`config.mk`:
```
export PLATFORM = sky130hd
export DESIGN_NAME = result_buffer
export DESIGN_NICKNAME = d
export VERILOG_FILES = /design/src/rtl/result_buffer.sv
export SDC_FILE = /design/constraint.sdc
export NUM_CORES = 1
export LEC_CHECK = 0
export BUFFER_PORTS_ARGS = -buffer_cell sky130_fd_sc_hd__buf_2
export CAP_MARGIN = 15
export CORE_MARGIN = 2
export CORE_UTILIZATION = 51
export DETAILED_ROUTE_END_ITERATION = 12
export PLACE_DENSITY = 0.88
export REMOVE_ABC_BUFFERS = 1
export SLEW_MARGIN = 5
export SYNTH_ARGS = -nofsm -noshare
export SYNTH_HDL_FRONTEND = slang
export SYNTH_SLANG_ARGS = --single-unit
```
`constraint.sdc`:
```
create_clock -name clk_i -period 3.67 [get_ports clk_i]
set_clock_uncertainty 0.05 [all_clocks]
set_input_delay 0.367 -clock clk_i [delete_from_list [all_inputs] [get_ports clk_i]]
set_output_delay 0.367 -clock clk_i [all_outputs]
set_load 0.02 [all_outputs]
```
`src/rtl/result_buffer.sv`:
```
// Assembles two DATA_W adder results into one MEM_WORD_SIZE write-back word.
// Optional build macro RESULT_BUF_CARRY_SAT_EN: a capture with carry stores all-ones.
module result_buffer #(
  parameter int DATA_W        = 32,
  parameter int MEM_WORD_SIZE = 64,
  parameter int CNT_W         = 16
) (
  input  logic                     clk_i,
  input  logic                     rst_i,
  input  logic                     clear_i,
  input  logic                     valid_i,
  input  logic [DATA_W-1:0]        sum_i,
  input  logic                     carry_i,
  input  logic                     half_i,
  input  logic                     consume_i,
  output logic [MEM_WORD_SIZE-1:0] buff_result,
  output logic [1:0]               half_valid_o,
  output logic                     word_ready_o,
  output logic                     ovf_sticky_o,
  output logic                     err_sticky_o,
  output logic [CNT_W-1:0]         word_count_o
);

  // The state encoding is the pair of half-valid bits, so the state register
  // doubles as the half_valid_o debug view.
  typedef enum logic [1:0] {
    EMPTY = 2'b00,
    LOW   = 2'b01,
    HIGH  = 2'b10,
    FULL  = 2'b11
  } state_e;

  state_e                   state_q, state_d;
  logic [MEM_WORD_SIZE-1:0] data_q, data_d;
  logic                     ready_q, ready_d;
  logic                     ovf_q, ovf_d;
  logic                     err_q, err_d;
  logic [CNT_W-1:0]         cnt_q, cnt_d;
  logic [1:0]               bits_v;
  logic [DATA_W-1:0]        cap_val;

  always_comb begin
`ifdef RESULT_BUF_CARRY_SAT_EN
    cap_val = carry_i ? {DATA_W{1'b1}} : sum_i;
`else
    cap_val = sum_i;
`endif
  end

  // Consume is applied before capture so a same-cycle capture lands in an
  // emptied word and never counts as an overwrite.
  always_comb begin
    data_d  = data_q;
    ovf_d   = ovf_q;
    err_d   = err_q;
    cnt_d   = cnt_q;
    bits_v  = state_q;
    if (consume_i) begin
      bits_v = 2'b00;
      if (ready_q) cnt_d = cnt_q + 1'b1;
    end
    if (valid_i) begin
      if (bits_v[half_i]) err_d = 1'b1;
      if (carry_i)        ovf_d = 1'b1;
      bits_v[half_i] = 1'b1;
      if (half_i) data_d[MEM_WORD_SIZE-1:DATA_W] = cap_val;
      else        data_d[DATA_W-1:0]             = cap_val;
    end
    state_d = state_e'(bits_v);
    ready_d = (bits_v == FULL);
  end

  always_ff @(posedge clk_i) begin
    if (rst_i || clear_i) begin
      state_q <= EMPTY;
      data_q  <= '0;
      ready_q <= 1'b0;
      ovf_q   <= 1'b0;
      err_q   <= 1'b0;
      cnt_q   <= '0;
    end else begin
      state_q <= state_d;
      data_q  <= data_d;
      ready_q <= ready_d;
      ovf_q   <= ovf_d;
      err_q   <= err_d;
      cnt_q   <= cnt_d;
    end
  end

  assign buff_result  = data_q;
  assign half_valid_o = state_q;
  assign word_ready_o = ready_q;
  assign ovf_sticky_o = ovf_q;
  assign err_sticky_o = err_q;
  assign word_count_o = cnt_q;

endmodule

```
# ---- After elaboration in Yosys (flattened, before gate mapping)
# Cells that the tools add are included.
dict set report totals {
  wordCells 26
  output_inout_bits 85
  reg_bits 85
  in_bits 39
}
dict set report classes {
  n_bitwise 2
  reduce_logical 7
  magnitude_cmp 2
  eq_ne 1
  n_mux 6
  addsub 1
}
# cell count
set op_table {}
lappend op_table {{$add 16x1->16 const B} 1}
lappend op_table {{$reduce_and 2->1} 5}
lappend op_table {{$mux 2} 2}
lappend op_table {{$mux 1} 3}
lappend op_table {{$eq 2x2->1 const B} 1}
lappend op_table {{$lt 1x2->1 const B} 1}
lappend op_table {{$or 2x2->2} 1}
lappend op_table {{$demux 1 s1} 1}
lappend op_table {{$ge 1x1->1 const B} 1}
lappend op_table {{$logic_and 1x1->1} 1}
lappend op_table {{$logic_or 1x1->1} 1}
lappend op_table {{$not 1->1} 1}

# ---- Logic depth before layout (Yosys ltp)
# Gate-level depths: netlist (run 1).
dict set report logic_depth {
  depth_word 7
  ltp_mapped 5
  depth_no_buf 5
}

# ---- Least setup slack after synthesis (run 1)
# Ideal clock, no wire load.
dict set report synth_path {
  path_kind {flip-flop to flip-flop}
  from {register cnt_q[0] (netlist: word_count_o[0])}
  to {register cnt_q[14] (netlist: word_count_o[14])}
  n_path_buf 0
  setup_slack_ns 1.971
  arrival_ns 1.579
  t_required_ns 3.550
  setup_time_ns 0.070
  path_stages_with_launch 6
  period_less_slack_ns 1.699
  path_cell_list {dfxtp_1 ha_1 nand3_1 nor2_1 or4b_1 a21oi_1}
}
dict set report synth_between {
  elab_chain_cells 1
}
# item line_no
set synth_lines {}
lappend synth_lines {{start, declared} 38} ;# logic [CNT_W-1:0] cnt_q, cnt_d;
lappend synth_lines {{start signal, assigned} 87} ;# cnt_q <= cnt_d;
lappend synth_lines {{$add 16x1->16} 60} ;# if (ready_q) cnt_d = cnt_q + 1'b1;
# Every way passes these cells.
# A chain may end at the register's enable or synchronous reset.

# ---- Worst setup path after layout (run 1)
# Same ends and word-level chain as after synthesis.

==> impl_summary.log, run 1 <==
[metrics] total number of vias: 2,950
[metrics] clock root buffer master: clkbuf_8
[metrics] slowest cell delay on critical path: 0.47 ns
[metrics] DRC errors left: 0
[metrics] peak supply drop: 307 uV
[metrics] startpoint of the worst-slack reg-to-reg timing path: word_count_o[0]
[metrics] cell count of the worst hold path: 3
[metrics] post-CTS clock slew at the launch and capture registers of the worst setup and hold paths: 0.08 ns
[metrics] number of buffers added to fix hold violations after cts: 0
[metrics] Min Clock Period, post-route: 1.81 ns
[metrics] synthesized cell area: 3090 um^2
[metrics] maximum fanout along the worst path: 8
[metrics] IO Pins: 124
[metrics] via count of the first global-routing pass: 2,726
[metrics] antenna violations before repair: 0
[metrics] #FFs+latches synth: 85
[metrics] antenna cell count: 0
[metrics] grt total ovfl: 0
[metrics] Crit path arrival time: 2.03 ns
[metrics] register-to-register path setup slack: 1.86 ns
[metrics] initial core utilization: 0.525
[metrics] largest family of logic cells by synthesized area: simple AND/OR/NAND/NOR gates
[metrics] length in cells of the worst reg-to-reg path: 5
[metrics] overall fraction of global-route tracks in use: 0.229
[metrics] latest clock arrival within the worst-skew pair: 0.34 ns
[metrics] area of the core: 5890 um^2
[metrics] class of the tightest hold or removal check: in2reg
[metrics] Req. time, crit path: 3.89 ns
[metrics] destination of the worst register-to-register timing path: word_count_o[14]
[metrics] Yosys top cell area share: 0.551
[metrics] detailed-router iteration count before antenna repair: 4
[metrics] share of cell area taken by muxes after synthesis: 0.00729
[metrics] largest net degree at the start of global routing: 46
[metrics] weighted congestion at the end of routability-driven global placement: 0.786
[metrics] max-slew violation total from the final report: 0
[metrics] mean instance size in the synthesized netlist: 8.09 um^2
[metrics] Synth area leaders: dfxtp_1 55%, nand2_1 17%, a21oi_1 12%, clkbuf_1 2.6%, xor2_1 2.0%
[metrics] TritonCTS clock tree: built
[metrics] number of instances in the synthesized netlist: 382
[metrics] type of element launching the critical path: flip-flop
[metrics] leading register cell type out of synthesis: dfxtp_1
[metrics] Yosys Warn Count: 0
[metrics] buffers added on ports: 123
[metrics] TritonCTS Sinks: 85
[metrics] Via-to-Cell Ratio: 5.14
[metrics] final worst-path cycle share: 0.493
[metrics] buffers and inverters on the worst path: 0
[metrics] element type at the critical path end: flip-flop
[metrics] overall die area: 6700 um^2
[metrics] maximum buffer depth of the clock tree: 2
[metrics] post-placement worst setup slack: 1.71 ns
[metrics] synth unique cells: 33
[metrics] Clock H-tree levels: 3
[metrics] count of max-cap constraint violations: 0
[metrics] type of the worst setup path: reg2reg
[metrics] cell with the largest stage delay on the worst path: or4b_1
[metrics] logic depth of the worst path, buffers included: 5
[metrics] final antenna-violating net count: 0
[metrics] XOR/XNOR share of the synthesized area: 0.0312
[metrics] HPWL after DPL: 5.11 mm
[metrics] share of final-layout standard cells stronger than drive strength 1: 0.299
[metrics] first-iteration detailed-routing DRC count: 121
[metrics] leading cell type by number of instances after synthesis: nand2_1
[metrics] Area growth syn-to-layout: 28.3%
[metrics] horizontal die dimension: 81.8 um
[metrics] final wirelength: 7.52 mm
[metrics] area share of fa/ha/maj cells after synthesis: 0.00405
[metrics] unrepaired setup endpoints after global routing: false
[metrics] number of failing setup endpoints in the final timing report: 0
[metrics] maximum operating frequency: 552 MHz
[metrics] Slew @ Worst Pin: 1.09 ns
[metrics] total CTS buffers: 9
[metrics] share of synthesized area occupied by flip-flops and latches: 0.551
[metrics] # Post-CTS Setup Buffers: 0
[metrics] Final nets: 534
[metrics] relative slew slack: 0.274
[metrics] std cell rows: 28
[metrics] final total negative setup slack: 0 ns
[metrics] async set or reset register ratio after synthesis: 0
[metrics] leakage power summed over all cells: 1.74 nW
[metrics] per-cell routed wire length: 13.1 um
[metrics] Util after Layout: 0.674
[metrics] power density relative to cell area: 458 nW/um^2
[metrics] cell taking the most area after synthesis: dfxtp_1
[metrics] area fraction in compound gates after synthesis: 0.130
[metrics] number of synthesized flops with an enable pin: 0
[metrics] Worst Slack Setup Final: 1.86 ns
[metrics] top cell family by delay on the critical path: simple AND/OR/NAND/NOR gates
[metrics] Min-Delay Endpoint: ovf_sticky_o
[metrics] most instantiated cells after synthesis: 137 x nand2_1, 85 x dfxtp_1, 72 x a21oi_1
[metrics] Simple-Gate Fraction of Synth Area: 0.244
[metrics] Cell Chain, Critical Path: ha_1, nand3_1, nor2_1, or4b_1, a21oi_1
[metrics] outcome: completed
[metrics] die height: 81.8 um
[metrics] first-pass GRT wire length: 11.9 mm
[metrics] beginning of the worst hold path: carry_i
[metrics] hold violation total from the final report: 0
[metrics] # resized after CTS: 0
## how the worst max path moves through the flow
stage,start,slack (ns),endpoint
5_1_grt,word_count_o[0],1.69,word_count_o[14]
2_1_floorplan,valid_i,1.83,buff_result[0]
3_3_place_gp,half_i,1.80,buff_result[18]
4_1_cts,word_count_o[0],1.87,word_count_o[14]
3_5_place_dp,half_i,1.71,buff_result[16]
6_report,word_count_o[0],1.86,word_count_o[14]
## cell type report
cell class / count / area (um^2)
clock buffers: 13 / 159
repair buffers: 126 / 646
inverters: 2 / 7.51
fillers: 512 / 1920
multi-input cells: 270 / 1290
clock inverters: 3 / 67.6
flip-flops and latches: 85 / 1700
well taps: 75 / 93.8
## state kept, by name (all words and copies together) (netlist names)
register      flops
word_count_o     16
half_valid_o      2
buff_result      64
ovf_sticky_o      1
err_sticky_o      1
word_ready_o      1
## tightest hold or removal path, stage by stage
cell and delay (ns):
buf_2 0.08, a21oi_1 0.05, nor2_1 0.07
## kinds of logic (layout without fill, tap and decap cells)
| group | Yosys count | after routing |
|---|---|---|
| simple gates | 178 | 178 |
| fa+ha+maj | 1 | 1 |
| mux | 2 | 2 |
| xor+xnor | 11 | 11 |
| compound gates | 78 | 78 |
| buf+inv | 27 | 144 |
| flops | 85 | 85 |
## through the flow
step                      std cells  hold WS, ns  total power [W]  instance area (um^2)
after floorplan                 357        0.396          0.00104                  3000
after global placement          557        0.388          0.00110                  3720
after detailed placement        557        0.394          0.00110                  3720
after CTS                       573        0.198          0.00183                  3950
after global routing            574        0.199          0.00189                  3970
final                           574        0.211          0.00182                  3970
## routing by layer
metal	vias up	global-route usage	wire length (um)
met5	-	0	0
met4	0	0.122	97
met3	8	0.0615	494
met2	100	0.394	3710
met1	1367	0.258	3210
li1	1475	-	-
## power by group
part	internal [W]	leakage [nW]	switching, W
sequential	0.000938	0.688	0.00000860
combinational	0.0000442	0.938	0.0000904
clock	0.000422	0.110	0.000315
## cells in the final DEF, fill, tap and decap left out
cell / count
a21oi_1: 72
a22oi_1: 1
a31oi_1: 1
and2_1: 1
and3_2: 1
and4_1: 2
and4_4: 1
buf_2: 123
buf_4: 2
buf_8: 1
bufinv_16: 2
clkbuf_1: 2
clkbuf_8: 11
clkinvlp_4: 1
dfxtp_1: 85
ha_1: 1
inv_1: 2
mux2_2: 2
nand2_1: 137
nand2b_2: 1
nand3_1: 4
nand4_1: 4
nand4_4: 1
nor2_1: 16
nor2b_2: 1
nor3_1: 3
nor4_1: 1
o21ai_0: 2
o31ai_1: 1
o41ai_1: 1
or2_2: 1
or3_1: 1
or3_2: 1
or4_1: 1
or4b_1: 1
xnor2_1: 4
xor2_1: 7
Note: power is estimated with default switching activity, not from simulation.
==> run 2, diff against run 1 <==
--- a/config.mk
+++ b/config.mk
@@ -8,9 +8,9 @@
 export BUFFER_PORTS_ARGS = -buffer_cell sky130_fd_sc_hd__buf_2
 export CAP_MARGIN = 15
 export CORE_MARGIN = 2
-export CORE_UTILIZATION = 51
+export CORE_UTILIZATION = 48
 export DETAILED_ROUTE_END_ITERATION = 12
-export PLACE_DENSITY = 0.88
+export PLACE_DENSITY = 0.83
 export REMOVE_ABC_BUFFERS = 1
 export SLEW_MARGIN = 5
 export SYNTH_ARGS = -nofsm -noshare
==> constraint.sdc (replaced) <==
create_clock -name clk_i -period 1.87 [get_ports clk_i]
set_clock_uncertainty 0.05 [all_clocks]
set_input_delay 0.187 -clock clk_i [delete_from_list [all_inputs] [get_ports clk_i]]
set_output_delay 0.187 -clock clk_i [all_outputs]
set_load 0.02 [all_outputs]
==> run 2 against run 1 <==
Net effect: final area increased by 1.3%; sequential power increased by 97%; first-iteration DRC count increased by 50%; critical path type unchanged; sequential share of layout area decreased by 0.55 points; global-route usage decreased by 0.60 points; largest power group unchanged; highest routed layer unchanged.
==> impl_summary.log, run 2 (same netlist as run 1, synthesis figures left out) <==
[metrics] IO Pins: 124 (unchanged)
[metrics] count of max-cap constraint violations: 0 (unchanged)
[metrics] flip-flop count of the largest register after layout: 64 (unchanged)
[metrics] Area growth syn-to-layout: 30.0% (was 28.3%)
[metrics] weighted congestion at the end of routability-driven global placement: 0.877 (was 0.786)
[metrics] largest net degree at the start of global routing: 86 (was 46)
[metrics] Final nets: 541 (was 534)
[metrics] maximum operating frequency: 604 MHz (was 552 MHz)
[metrics] antenna cell count: 0 (unchanged)
[metrics] type of the worst setup path: reg2reg (unchanged)
[metrics] area used by multi-input combinational logic: 1290 um^2 (about the same)
[metrics] startpoint of the worst-slack reg-to-reg timing path: word_count_o[6] (was word_count_o[0])
[metrics] number of buffers added to fix hold violations after cts: 0 (unchanged)
[metrics] sequential share of power: 0.535 (was 0.521)
[metrics] die height: 84.2 um (was 81.8 um)
[metrics] Worst Hold Slack: 0.0152 ns (was 0.211 ns)
[metrics] detailed-router iteration count before antenna repair: 5 (was 4)
[metrics] per-cell routed wire length: 13.5 um (was 13.1 um)
[metrics] latest clock arrival within the worst-skew pair: 0.35 ns (was 0.34 ns)
[metrics] unrepaired setup endpoints after global routing: false (unchanged)
[metrics] std cell rows: 29 (was 28)
[metrics] launching element of the worst setup path: word_count_o[6] (was word_count_o[0])
[metrics] element type at the critical path end: flip-flop (unchanged)
[metrics] overall fraction of global-route tracks in use: 0.223 (was 0.229)
[metrics] switching share of total power: 0.251 (was 0.228)
[metrics] area of the core: 6280 um^2 (was 5890 um^2)
[metrics] first-pass GRT wire length: 12.9 mm (was 11.9 mm)
[metrics] power density relative to cell area: 865 nW/um^2 (was 458 nW/um^2)
[metrics] number of fill cells in the layout: 557 (was 512)
[metrics] post-CTS clock slew at the launch and capture registers of the worst setup and hold paths: 0.08 ns (about the same)
[metrics] overall die area: 7100 um^2 (was 6700 um^2)
[metrics] post-placement worst setup slack: 0.232 ns (was 1.71 ns)
[metrics] max-slew violation total from the final report: 0 (unchanged)
[metrics] Clock H-tree levels: 3 (unchanged)
[metrics] relative slew slack: 0.682 (was 0.274)
[metrics] TritonCTS Sinks: 85 (unchanged)
[metrics] maximum buffer depth of the clock tree: 2 (unchanged)
[metrics] final antenna-violating net count: 0 (unchanged)
[metrics] horizontal die dimension: 84.2 um (was 81.8 um)
[metrics] net load switching power: 0.000873 W (was 0.000414 W)
[metrics] # resized after CTS: 0 (unchanged)
[metrics] outcome: completed (unchanged)
[metrics] clock network fraction of design power: 0.385 (was 0.405)
[metrics] initial core utilization: 0.492 (was 0.525)
[metrics] DRC errors left: 0 (unchanged)
[metrics] combinational share of power: 0.080 (was 0.074)
[metrics] Req. time, crit path: 2.11 ns (was 3.89 ns)
[metrics] final worst-path cycle share: 0.886 (was 0.493)
[metrics] # Post-CTS Setup Buffers: 0 (unchanged)
[metrics] final total negative setup slack: 0 ns (unchanged)
[metrics] HPWL after DPL: 5.53 mm (was 5.11 mm)
[metrics] TritonCTS clock tree: built (unchanged)
[metrics] hold violation total from the final report: 0 (unchanged)
[metrics] total CTS buffers: 9 (unchanged)
[metrics] peak supply drop: 550 uV (was 307 uV)
[metrics] share of final-layout standard cells stronger than drive strength 1: 0.310 (was 0.299)
[metrics] maximum fanout along the worst path: 7 (was 8)
[metrics] via count of the first global-routing pass: 2,870 (was 2,726)
[metrics] buffers added on ports: 123 (unchanged)
[metrics] commonest non-fill, non-tap cell in the layout: nand2_1 (unchanged)
[metrics] cell internal pwr: 0.00260 W (was 0.00140 W)
[metrics] antenna violations before repair: 0 (unchanged)
[metrics] Worst Slack Setup Final: 0.214 ns (was 1.86 ns)
[metrics] Min Clock Period, post-route: 1.66 ns (was 1.81 ns)
[metrics] first-iteration detailed-routing DRC count: 182 (was 121)
[metrics] type of element launching the critical path: flip-flop (unchanged)
[metrics] number of failing setup endpoints in the final timing report: 0 (unchanged)
[metrics] final wirelength: 7.88 mm (was 7.52 mm)
[metrics] class of the tightest hold or removal check: in2reg (unchanged)
[metrics] Slew @ Worst Pin: 0.475 ns (was 1.09 ns)
[metrics] area of all sequential standard cells: 1700 um^2 (unchanged)
[metrics] grt total ovfl: 0 (unchanged)
[metrics] Crit path arrival time: 1.89 ns (was 2.03 ns)
[metrics] clock root buffer master: clkbuf_8 (unchanged)
[metrics] leakage power summed over all cells: 1.76 nW (was 1.74 nW)
[metrics] Via-to-Cell Ratio: 5.11 (was 5.14)
[metrics] beginning of the worst hold path: carry_i (unchanged)
[metrics] total number of vias: 2,979 (was 2,950)
[metrics] most frequent cells in the layout: 137 x nand2_1, 123 x buf_2, 85 x dfxtp_1, 72 x a21oi_1, 16 x nor2_1 (unchanged)
[run 2: path summary, 6_finish.rpt]
kind / endpoint / cells past startpoint / slack (ns)
worst max-delay path: word_count_o[15] / 4 / 0.21
worst min register to register: buff_result[10] / 2 / 0.40
worst min-delay path: ovf_sticky_o / 3 / 0.02
worst max register to register: word_count_o[15] / 4 / 0.21
[run 2: power groups by stage]
stage | Clock, W | Combinational [W] | Sequential (W)
floorplan | 0 | 0.0000993 | 0.00194
global placement | 0 | 0.000274 | 0.00190
detailed placement | 0 | 0.000279 | 0.00190
CTS | 0.00136 | 0.000280 | 0.00186
global route | 0.00144 | 0.000306 | 0.00186
finish | 0.00134 | 0.000278 | 0.00186
[run 2: layout make-up]
type | instances | share of cell area
Sequential cell | 85 | 0.424
Tap cell | 77 | 0.0240
Clock buffer | 10 | 0.0343
Clock inverter | 6 | 0.0174
Inverter | 2 | 0.00187
Multi-Input combinational cell | 270 | 0.321
Timing Repair Buffer | 133 | 0.178
[run 2: stage by stage]
step | std cells | total power (W) | utilization | cell area [um^2]
after floorplan | 357 | 0.00204 | - | 3000
after global placement | 567 | 0.00217 | 0.607 | 3810
after detailed placement | 567 | 0.00218 | 0.607 | 3810
after CTS | 583 | 0.00349 | 0.640 | 4020
after global routing | 583 | 0.00360 | 0.640 | 4020
final | 583 | 0.00347 | 0.640 | 4020
[run 2: layer usage]
layer / track usage / part of all wire / vias up
met1: 0.254 / 0.41 / 1374
met5: 0 / 0 / -
met2: 0.386 / 0.49 / 111
li1: - / - / 1488
met4: 0.0718 / 0.0096 / 0
met3: 0.0865 / 0.088 / 6
[run 2: worst max-delay path: stages (launching register included)]
cell     delay, ns
dfxtp_1       0.45
and4_4        0.28
nand4_4       0.13
or4_1         0.54
a21oi_1       0.15
==> run 3, diff against run 2 <==
--- a/config.mk
+++ b/config.mk
@@ -7,8 +7,10 @@
 export LEC_CHECK = 0
 export BUFFER_PORTS_ARGS = -buffer_cell sky130_fd_sc_hd__buf_2
 export CAP_MARGIN = 15
+export CELL_PAD_IN_SITES_DETAIL_PLACEMENT = 1
+export CELL_PAD_IN_SITES_GLOBAL_PLACEMENT = 1
 export CORE_MARGIN = 2
-export CORE_UTILIZATION = 48
+export CORE_UTILIZATION = 34
 export DETAILED_ROUTE_END_ITERATION = 12
 export PLACE_DENSITY = 0.83
 export REMOVE_ABC_BUFFERS = 1
==> run 3 against run 2 <==
Net effect: non-clock buffer count stayed put; core utilization decreased by 18 points; sequential power barely moved; worst setup slack worse by 0.064 ns; critical path depth unchanged; register-to-register slack lost 0.06 ns; largest cell class unchanged; critical endpoint unchanged.
==> impl_summary.log, run 3 (same netlist as run 1, synthesis figures left out) <==
[metrics] Via-to-Cell Ratio: 4.87 (was 5.11)
[metrics] final worst-path cycle share: 0.920 (was 0.886)
[metrics] total number of vias: 2,991 (was 2,979)
[metrics] buffers and inverters on the worst path: 0 (unchanged)
[metrics] antenna violations before repair: 0 (unchanged)
[metrics] final wirelength: 9.11 mm (was 7.88 mm)
[metrics] number of failing setup endpoints in the final timing report: 0 (unchanged)
[metrics] Most Used Layer, Global Route: met2 (unchanged)
[metrics] Min Clock Period, post-route: 1.72 ns (was 1.66 ns)
[metrics] weighted congestion at the end of routability-driven global placement: 0.810 (was 0.877)
[metrics] antenna cell count: 0 (unchanged)
[metrics] Util after Layout: 0.458 (was 0.640)
[metrics] clock root buffer master: clkbuf_8 (unchanged)
[metrics] horizontal die dimension: 99.3 um (was 84.2 um)
[metrics] maximum fanout along the worst path: 6 (was 7)
[metrics] latest clock arrival within the worst-skew pair: 0.34 ns (was 0.35 ns)
[metrics] overall fraction of global-route tracks in use: 0.190 (was 0.223)
[metrics] buffers added on ports: 123 (unchanged)
[metrics] first-iteration detailed-routing DRC count: 67 (was 182)
[metrics] share of final-layout standard cells stronger than drive strength 1: 0.310 (unchanged)
[metrics] hold violation total from the final report: 0 (unchanged)
[metrics] grt total ovfl: 0 (unchanged)
[metrics] # Post-CTS Setup Buffers: 0 (unchanged)
[metrics] std cell rows: 34 (was 29)
[metrics] number of fill cells in the layout: 1,109 (was 557)
[metrics] Crit path arrival time: 1.93 ns (was 1.89 ns)
[metrics] outcome: completed (unchanged)
[metrics] unrepaired setup endpoints after global routing: false (unchanged)
[metrics] first-pass GRT wire length: 15.1 mm (was 12.9 mm)
[metrics] TritonCTS Sinks: 85 (unchanged)
[metrics] final total negative setup slack: 0 ns (unchanged)
[metrics] # resized after CTS: 0 (unchanged)
[metrics] die height: 99.3 um (was 84.2 um)
[metrics] IO Pins: 124 (unchanged)
[metrics] Area growth syn-to-layout: 29.9% (was 30.0%)
[metrics] HPWL after DPL: 6.35 mm (was 5.53 mm)
[metrics] maximum buffer depth of the clock tree: 2 (unchanged)
[metrics] type of element launching the critical path: flip-flop (unchanged)
[metrics] Final nets: 541 (unchanged)
[metrics] element type at the critical path end: flip-flop (unchanged)
[metrics] overall die area: 9870 um^2 (was 7100 um^2)
[metrics] largest net degree at the start of global routing: 86 (unchanged)
[metrics] commonest non-fill, non-tap cell in the layout: nand2_1 (unchanged)
[metrics] count of max-cap constraint violations: 0 (unchanged)
[metrics] relative slew slack: 0.732 (was 0.682)
[metrics] post-placement worst setup slack: 0.0977 ns (was 0.232 ns)
[metrics] Cell Chain, Critical Path: and4_2, nand2_1, or4_1, a21oi_1 (was and4_4, nand4_4, or4_1, a21oi_1)
[metrics] slowest cell delay on critical path: 0.51 ns (was 0.54 ns)
[metrics] via count of the first global-routing pass: 3,153 (was 2,870)
[metrics] Worst Hold Slack: 0.0254 ns (was 0.0152 ns)
[metrics] DRC errors left: 0 (unchanged)
[metrics] detailed-router iteration count before antenna repair: 4 (was 5)
[metrics] area used by multi-input combinational logic: 1290 um^2 (about the same)
[metrics] class of the tightest hold or removal check: in2reg (unchanged)
[metrics] area of the core: 8760 um^2 (was 6280 um^2)
[metrics] power density relative to cell area: 825 nW/um^2 (was 865 nW/um^2)
[metrics] Worst Slack Setup Final: 0.150 ns (was 0.214 ns)
[metrics] Global Route met3 Usage: 0.0794 (was 0.0865)
[metrics] initial core utilization: 0.353 (was 0.492)
[metrics] leakage power summed over all cells: 1.74 nW (was 1.76 nW)
[metrics] Slew @ Worst Pin: 0.402 ns (was 0.475 ns)
[metrics] max-slew violation total from the final report: 0 (unchanged)
[metrics] cell with the largest stage delay on the worst path: or4_1 (unchanged)
[metrics] per-cell routed wire length: 14.8 um (was 13.5 um)
[metrics] number of buffers added to fix hold violations after cts: 0 (unchanged)
[metrics] met1 Use GR: 0.226 (was 0.254)
[metrics] grt met2 use: 0.321 (was 0.386)
[metrics] TritonCTS clock tree: built (unchanged)
[metrics] Clock H-tree levels: 3 (unchanged)
[metrics] flip-flop count of the largest register after layout: 64 (unchanged)
[metrics] area of all sequential standard cells: 1700 um^2 (unchanged)
[metrics] final antenna-violating net count: 0 (unchanged)
[metrics] post-CTS clock slew at the launch and capture registers of the worst setup and hold paths: 0.09 ns (was 0.08 ns)
[metrics] type of the worst setup path: reg2reg (unchanged)
[metrics] maximum operating frequency: 582 MHz (was 604 MHz)
[metrics] top cell family by delay on the critical path: simple AND/OR/NAND/NOR gates (unchanged)
[metrics] Req. time, crit path: 2.08 ns (was 2.11 ns)
[metrics] most frequent cells in the layout: 137 x nand2_1, 123 x buf_2, 85 x dfxtp_1, 72 x a21oi_1, 16 x nor2_1 (unchanged)
[metrics] total CTS buffers: 9 (unchanged)
[metrics] peak supply drop: 423 uV (was 550 uV)
[run 3: worst register-to-register path, cell delays in order, from the launching register on]
cell and delay [ns]:
dfxtp_1 0.40, and4_2 0.34, nand2_1 0.13, or4_1 0.51, a21oi_1 0.21
[run 3: cell type report]
class | instances | share of cell area
flip-flops and latches | 85 | 0.424
well taps | 108 | 0.0337
multi-input cells | 270 | 0.321
repair buffers | 133 | 0.175
clock inverters | 5 | 0.00904
inverters | 2 | 0.00187
clock buffers | 11 | 0.0352
[run 3: worst paths after layout]
check | from | endpoint | slack, ns | depth (start not counted)
worst min-delay path | carry_i | ovf_sticky_o | 0.03 | 3
worst max register to register | word_count_o[0] | word_count_o[15] | 0.15 | 4
worst min register to register | buff_result[40] | buff_result[40] | 0.40 | 2
worst max-delay path | word_count_o[0] | word_count_o[15] | 0.15 | 4
[run 3: metal layers]
| layer | vias up | wire length, um |
|---|---|---|
| li1 | 1481 | - |
| met1 | 1414 | 3870 |
| met2 | 87 | 4380 |
| met3 | 9 | 773 |
| met4 | 0 | 83 |
| met5 | - | 0 |
[run 3: power breakdown]
part | leakage, nW | internal (W) | total, W | switching, W
combinational | 0.973 | 0.0000933 | 0.000280 | 0.000187
clock | 0.0815 | 0.000520 | 0.00117 | 0.000654
sequential | 0.688 | 0.00184 | 0.00186 | 0.0000166
[run 3: through the flow]
stage               cells  cell area [um^2]  total power, W
floorplan             357              3000         0.00204
global placement      598              3840         0.00217
detailed placement    598              3840         0.00218
CTS                   614              4010         0.00337
global route          614              4020         0.00348
finish                614              4020         0.00331
